### config.mk
export PLATFORM = sky130hd
export DESIGN_NAME = muldiv_unit
export DESIGN_NICKNAME = d
export VERILOG_FILES = /design/src/rtl/muldiv_unit_pkg.sv /design/src/rtl/muldiv_unit.sv
export SDC_FILE = /design/constraint.sdc
export NUM_CORES = 1
export LEC_CHECK = 0
export ABC_AREA = 0
export CAP_MARGIN = 30
export CORE_MARGIN = 1
export CORE_UTILIZATION = 56
export DETAILED_ROUTE_END_ITERATION = 10
export HOLD_SLACK_MARGIN = 0.08
export PLACE_DENSITY = 0.89
export SLEW_MARGIN = 40
export SYNTH_ARGS = -nofsm -noshare
export SYNTH_HDL_FRONTEND = slang
export SYNTH_SLANG_ARGS = --single-unit
### constraint.sdc
create_clock -name clk -period 3.45 [get_ports clk]
set_input_delay 0.5175 -clock clk [delete_from_list [all_inputs] [get_ports clk]]
set_output_delay 0.5175 -clock clk [all_outputs]
set_load 0.02 [all_outputs]
### src/rtl/muldiv_unit_pkg.sv
// Shared CPU definitions for the multiply/divide unit: R-type Funct codes
// (same values the ALU control decoder uses), op-type and FSM state enums.
package muldiv_unit_pkg;

  localparam logic [5:0] F_MFHI  = 6'd16;
  localparam logic [5:0] F_MTHI  = 6'd17;
  localparam logic [5:0] F_MFLO  = 6'd18;
  localparam logic [5:0] F_MTLO  = 6'd19;
  localparam logic [5:0] F_MULT  = 6'd24;
  localparam logic [5:0] F_MULTU = 6'd25;
  localparam logic [5:0] F_DIV   = 6'd26;
  localparam logic [5:0] F_DIVU  = 6'd27;

  typedef enum logic {
    MUL = 1'b0,
    DIV = 1'b1
  } md_op_e;

  typedef enum logic {
    S_IDLE = 1'b0,
    S_RUN  = 1'b1
  } md_state_e;

endpackage

### src/rtl/muldiv_unit.sv
// Multi-cycle multiply/divide unit owning HI/LO; one bit per clock, XLEN iterations.
// Optional MULDIV_SIGNED_EN adds signed mult/div via magnitude iteration + fix-up.
module muldiv_unit
  import muldiv_unit_pkg::*;
#(
  parameter int XLEN = 32
) (
  input  logic            clk,
  input  logic            rst_n,
  input  logic            start,
  input  logic [5:0]      funct,
  input  logic [XLEN-1:0] op_a,
  input  logic [XLEN-1:0] op_b,
  output logic            busy,
  output logic            done,
  output logic [XLEN-1:0] hilo_rdata,
  output logic [XLEN-1:0] hi,
  output logic [XLEN-1:0] lo,
  output logic            dbg_state
);

  localparam int CW = $clog2(XLEN);

  // Handshake: start is a request sampled only while idle (busy=0); there is
  // no ready back-pressure beyond busy, and start while busy is dropped.
  md_state_e       r_state;
  md_state_e       w_state_nxt;
  md_op_e          r_op;
  logic [CW-1:0]   r_cnt;
  logic [XLEN-1:0] r_hi;
  logic [XLEN-1:0] r_lo;
  logic [XLEN-1:0] r_wh;
  logic [XLEN-1:0] r_wl;
  logic [XLEN-1:0] r_b;
  logic            r_done;

  logic            w_is_mul;
  logic            w_is_div;
  logic            w_signed_op;
  logic            w_accept;
  logic            w_last;
  logic [XLEN-1:0] w_a_mag;
  logic [XLEN-1:0] w_b_mag;
  logic [XLEN:0]   w_sum;
  logic [XLEN:0]   w_shift;
  logic [XLEN:0]   w_diff;
  logic [XLEN-1:0] w_wh_nxt;
  logic [XLEN-1:0] w_wl_nxt;
  logic [XLEN-1:0] w_hi_res;
  logic [XLEN-1:0] w_lo_res;

`ifdef MULDIV_SIGNED_EN
  logic            r_sgn;
  logic            r_neg_q;
  logic            r_neg_r;
  logic            r_div0;
  logic [XLEN-1:0] r_dividend;
`endif

  always_comb begin
    w_is_mul    = (funct == F_MULTU);
    w_is_div    = (funct == F_DIVU);
    w_signed_op = 1'b0;
`ifdef MULDIV_SIGNED_EN
    if (funct == F_MULT) begin
      w_is_mul    = 1'b1;
      w_signed_op = 1'b1;
    end
    if (funct == F_DIV) begin
      w_is_div    = 1'b1;
      w_signed_op = 1'b1;
    end
`endif
  end

  assign w_a_mag = (w_signed_op && op_a[XLEN-1]) ? -op_a : op_a;
  assign w_b_mag = (w_signed_op && op_b[XLEN-1]) ? -op_b : op_b;

  always_comb begin
    w_state_nxt = r_state;
    w_accept    = 1'b0;
    w_last      = 1'b0;
    case (r_state)
      S_IDLE: begin
        if (start && (w_is_mul || w_is_div)) begin
          w_accept    = 1'b1;
          w_state_nxt = S_RUN;
        end
      end
      S_RUN: begin
        if (r_cnt == CW'(XLEN - 1)) begin
          w_last      = 1'b1;
          w_state_nxt = S_IDLE;
        end
      end
      default: w_state_nxt = S_IDLE;
    endcase
  end

  // Multiply keeps {partial product, multiplier} in {r_wh, r_wl} and shifts
  // right; divide keeps {remainder, dividend/quotient} and shifts left.
  // Both finish with HI in r_wh and LO in r_wl.
  always_comb begin
    w_sum   = {1'b0, r_wh} + (r_wl[0] ? {1'b0, r_b} : {(XLEN + 1){1'b0}});
    w_shift = {r_wh, r_wl[XLEN-1]};
    w_diff  = w_shift - {1'b0, r_b};
    if (r_op == MUL) begin
      w_wh_nxt = w_sum[XLEN:1];
      w_wl_nxt = {w_sum[0], r_wl[XLEN-1:1]};
    end else if (!w_diff[XLEN]) begin
      w_wh_nxt = w_diff[XLEN-1:0];
      w_wl_nxt = {r_wl[XLEN-2:0], 1'b1};
    end else begin
      w_wh_nxt = w_shift[XLEN-1:0];
      w_wl_nxt = {r_wl[XLEN-2:0], 1'b0};
    end
  end

  // Unsigned divide-by-zero needs no special case: every trial subtract
  // succeeds, giving an all-ones quotient and the dividend as remainder.
  always_comb begin
    w_hi_res = w_wh_nxt;
    w_lo_res = w_wl_nxt;
`ifdef MULDIV_SIGNED_EN
    if (r_sgn) begin
      if (r_op == MUL) begin
        if (r_neg_q) {w_hi_res, w_lo_res} = -{w_wh_nxt, w_wl_nxt};
      end else if (r_div0) begin
        w_lo_res = '1;
        w_hi_res = r_dividend;
      end else begin
        if (r_neg_q) w_lo_res = -w_wl_nxt;
        if (r_neg_r) w_hi_res = -w_wh_nxt;
      end
    end
`endif
  end

  always_ff @(posedge clk or negedge rst_n) begin
    if (!rst_n) r_state <= S_IDLE;
    else        r_state <= w_state_nxt;
  end

  always_ff @(posedge clk or negedge rst_n) begin
    if (!rst_n) begin
      r_op   <= MUL;
      r_cnt  <= '0;
      r_hi   <= '0;
      r_lo   <= '0;
      r_wh   <= '0;
      r_wl   <= '0;
      r_b    <= '0;
      r_done <= 1'b0;
    end else begin
      r_done <= w_last;
      if (w_accept) begin
        r_op  <= w_is_mul ? MUL : DIV;
        r_b   <= w_b_mag;
        r_wh  <= '0;
        r_wl  <= w_a_mag;
        r_cnt <= '0;
      end else if (r_state == S_RUN) begin
        r_wh  <= w_wh_nxt;
        r_wl  <= w_wl_nxt;
        r_cnt <= r_cnt + 1'b1;
      end
      if (w_last) begin
        r_hi <= w_hi_res;
        r_lo <= w_lo_res;
      end else if (r_state == S_IDLE && start) begin
        if (funct == F_MTHI) r_hi <= op_a;
        if (funct == F_MTLO) r_lo <= op_a;
      end
    end
  end

`ifdef MULDIV_SIGNED_EN
  always_ff @(posedge clk or negedge rst_n) begin
    if (!rst_n) begin
      r_sgn      <= 1'b0;
      r_neg_q    <= 1'b0;
      r_neg_r    <= 1'b0;
      r_div0     <= 1'b0;
      r_dividend <= '0;
    end else if (w_accept) begin
      r_sgn      <= w_signed_op;
      r_neg_q    <= w_signed_op & (op_a[XLEN-1] ^ op_b[XLEN-1]);
      r_neg_r    <= w_signed_op & op_a[XLEN-1];
      r_div0     <= w_signed_op & (op_b == '0);
      r_dividend <= op_a;
    end
  end
`endif

  always_comb begin
    hilo_rdata = '0;
    if (funct == F_MFHI)      hilo_rdata = r_hi;
    else if (funct == F_MFLO) hilo_rdata = r_lo;
  end

  assign busy      = (r_state == S_RUN);
  assign done      = r_done;
  assign hi        = r_hi;
  assign lo        = r_lo;
  assign dbg_state = r_state;

endmodule
==> flow_summary.toml, run 1 <==
[synthesis]
seq_area_frac_synth_pct = 33.9
synth-edff-count = 0
ys_seq_elements = 168
syn_nets = 1580
yosysMostFrequentCell = "nand2_1"
synth_top_area_share_pct = 33.9
syn_area_per_cell_sq_um = 8.63
synth_area_sq_mm = 0.0124
synthCells = 1439
yosys_warnings = 0
synth-main-ff-cell = "dfrtp_1"
synth-async-reset-ratio_pct = 100
synth_area_leaders = "dfrtp_1, mux2i_1, ha_1"
synth_cell_types = 68
synth_top_area_cell = "dfrtp_1"
synthTopCellsByCount = "nand2_1, dfrtp_1, o21ai_0"

[die]
start_util_pct = 57.1
die_area_sq_mm = 0.0228
die_h_um = 151
core_region_area_sq_mm = 0.0218
io_pins = 172
rows = 54
die_w_um = 151

[final_layout]
antenna_cells = 0
area_growth_syn_to_layout_pct = 23.7
drive_gt1_share_pct = 10.7
fillers = 1602
fin_nets = 1750

[job]
cap_violations = 0

[setup_path]
r2r_end = "r_wh[27]"
critPathArrivalTime_ns = 3.71
cp_max_fo = 12
regToRegStartpoint = "r_wl[31]"
r2r_slack_ns = 0.12
crit_end = "r_wh[27]"
worstSetupStartpoint = "r_wl[31]"
start_kind = "flip-flop"
setup.worst_path.class = "flip-flop to flip-flop"
crit_path_end_kind = "flip-flop"
ff2ff_path_depth = 14
cp.required_ns = 3.83

[clocking]
numCtsBuffers = 17
htree_levels = 4
clk_pin_slew_worst_paths_ns = 0.08
cts_max_path_buffers = 2
clock_latency_ns = 0.45
cts_tree = "built"
clock_sinks = 168
cts_setup_buffers = 0
root_buffer = "clkbuf_16"

[timing]
post-route-period-util_pct = 96.5
tightest_slew_ns = 0.648
finClkSkew_ns = 0.0170
final-hold-violation-count = 0
max_freq_ghz = 0.300
layout_min_cycle_time_ns = 3.33
setup_viol = 0
rsz0062_at_grt = "false"
slew_headroom_pct = 56.8
holdWs_ns = 0.0544
setup-tns-final_ns = 0
slew_violations = 0

[drt]
drc = 0
via_per_inst = 6.33
ant_nets = 0
drt_iter0_markers = 1017
first_pass_iters = 5
wl_um = 38600
wl_per_cell_um = 20.3
vias = 12043

[grt]
gr-usage-all-layers_pct = 34.5
grt_max_degree = 102
grt_pass1_wl_um = 60600
antenna_found_initial = 0
grt_pass1_vias = 11271
grt-ovfl-total = 0

[hold_path]
hold_class = "input port to asynchronous set/reset pin"

[placed_design]
gp_congestion = 1.02
hpwl_um = 28200
place.port_buffers = 171

[pwr]
irDropWorstVdd_mv = 0.464
p_leak_nw = 7.42
powerDensity_mw_per_mm2 = 962

[status]
status = "finished clean"
[layout make-up]
class                           instances  area [sq um]  area share, %
Multi-Input combinational cell       1133          7700           50.2
Inverter                               50           189           1.23
Timing Repair Buffer                  239          2320           15.1
Clock inverter                         15           159           1.04
Sequential cell                       168          4210           27.4
Clock buffer                           17           425           2.77
Tap cell                              280           350           2.28
[flip-flops by register name, summed over array words and instances, names as in the netlist]
register,flops
r_wh,32
busy,1
r_b,32
done,1
hi,32
r_cnt,5
r_wl,32
lo,32
r_op,1
[repair_timing]
item | 4_1_cts | 5_1_grt
setup endpoints to repair | 0 | 15
hold buffers | 0 | 0
resized for setup | 0 | 5
[how the worst min path moves through the flow]
stage,end,slack [ns],cells past startpoint
3_5_place_dp,r_cnt[0],0.51,1
6_report,lo[9],0.05,1
3_3_place_gp,r_cnt[0],0.50,1
5_1_grt,lo[9],0.11,1
2_1_floorplan,busy,0.22,0
4_1_cts,lo[9],0.08,1
[per-layer routing]
layer	track usage (%)	vias up	routed length, um
li1	-	5472	-
met1	47.4	5793	15800
met2	54.5	670	17600
met3	6.54	108	3960
met4	12.0	0	1210
met5	0	-	0
[critical path, stage by stage (launching register included)]
cell and delay (ns):
dfrtp_1 0.40, inv_1 0.07, ha_1 0.19, inv_1 0.06, fa_1 0.41, a211oi_1 0.28, o21ai_2 0.12, a21oi_2 0.17
a21bo_2 0.23, o32ai_4 0.14, or2_1 0.29, buf_12 0.17, o41ai_2 0.36, mux2_2 0.24, a22o_1 0.14
[cells by family (layout without fill, tap and decap cells)]
logic type,count (synthesis),after routing,synth area share (%)
fa+ha+maj,68,68,6.98
simple gates,417,417,15.2
compound gates,417,417,21.1
mux,173,173,14.4
xor+xnor,58,58,4.09
flops,168,168,33.9
buf+inv,138,321,4.38
[power breakdown]
group          internal [mW]  switching [mW]
Sequential              2.74           0.979
Combinational           4.00            5.15
Clock                  0.966           0.931
[cells in the final DEF (no fill, tap or decap), types with 25 or more instances in the layout]
cell / instances
and2_1: 39
nor2_1: 103
o21ai_0: 143
mux2_2: 40
ha_1: 66
mux2i_1: 132
inv_1: 48
xnor2_1: 36
and3_1: 25
dfrtp_1: 166
a21oi_1: 98
nand2_1: 169
buf_4: 60
clkdlybuf4s50_1: 169
a21o_1: 58
[metrics by stage]
stage / instances / area [sq um] / worst slack [ns] / total power [mW] / utilization [%]
floorplan: 1439 / 12400 / 0.357 / 9.24 / -
global placement: 1870 / 14700 / 0.244 / 12.1 / 67.8
detailed placement: 1870 / 14700 / 0.127 / 12.4 / 67.8
CTS: 1902 / 15300 / 0.0872 / 14.5 / 70.5
global route: 1902 / 15300 / 0.00636 / 15.6 / 70.6
finish: 1902 / 15300 / 0.120 / 14.8 / 70.6
Note: power is estimated with default switching activity, not from simulation.
==> inputs of run 2 (changes only) <==
--- a/config.mk
+++ b/config.mk
@@ -9,6 +9,7 @@
 export CAP_MARGIN = 30
 export CORE_MARGIN = 1
 export CORE_UTILIZATION = 56
+export CTS_CLUSTER_SIZE = 28
 export DETAILED_ROUTE_END_ITERATION = 10
 export HOLD_SLACK_MARGIN = 0.08
 export PLACE_DENSITY = 0.89
==> results of run 2 <==
The final DEF is identical to that of run 1; final timing and power are the same.
==> inputs of run 3 (changes only) <==
--- a/config.mk
+++ b/config.mk
@@ -13,7 +13,7 @@
 export DETAILED_ROUTE_END_ITERATION = 10
 export HOLD_SLACK_MARGIN = 0.08
 export PLACE_DENSITY = 0.89
-export SLEW_MARGIN = 40
+export SLEW_MARGIN = 20
 export SYNTH_ARGS = -nofsm -noshare
 export SYNTH_HDL_FRONTEND = slang
 export SYNTH_SLANG_ARGS = --single-unit
==> results of run 3 <==
The final DEF is identical to that of run 1; final timing and power are the same.
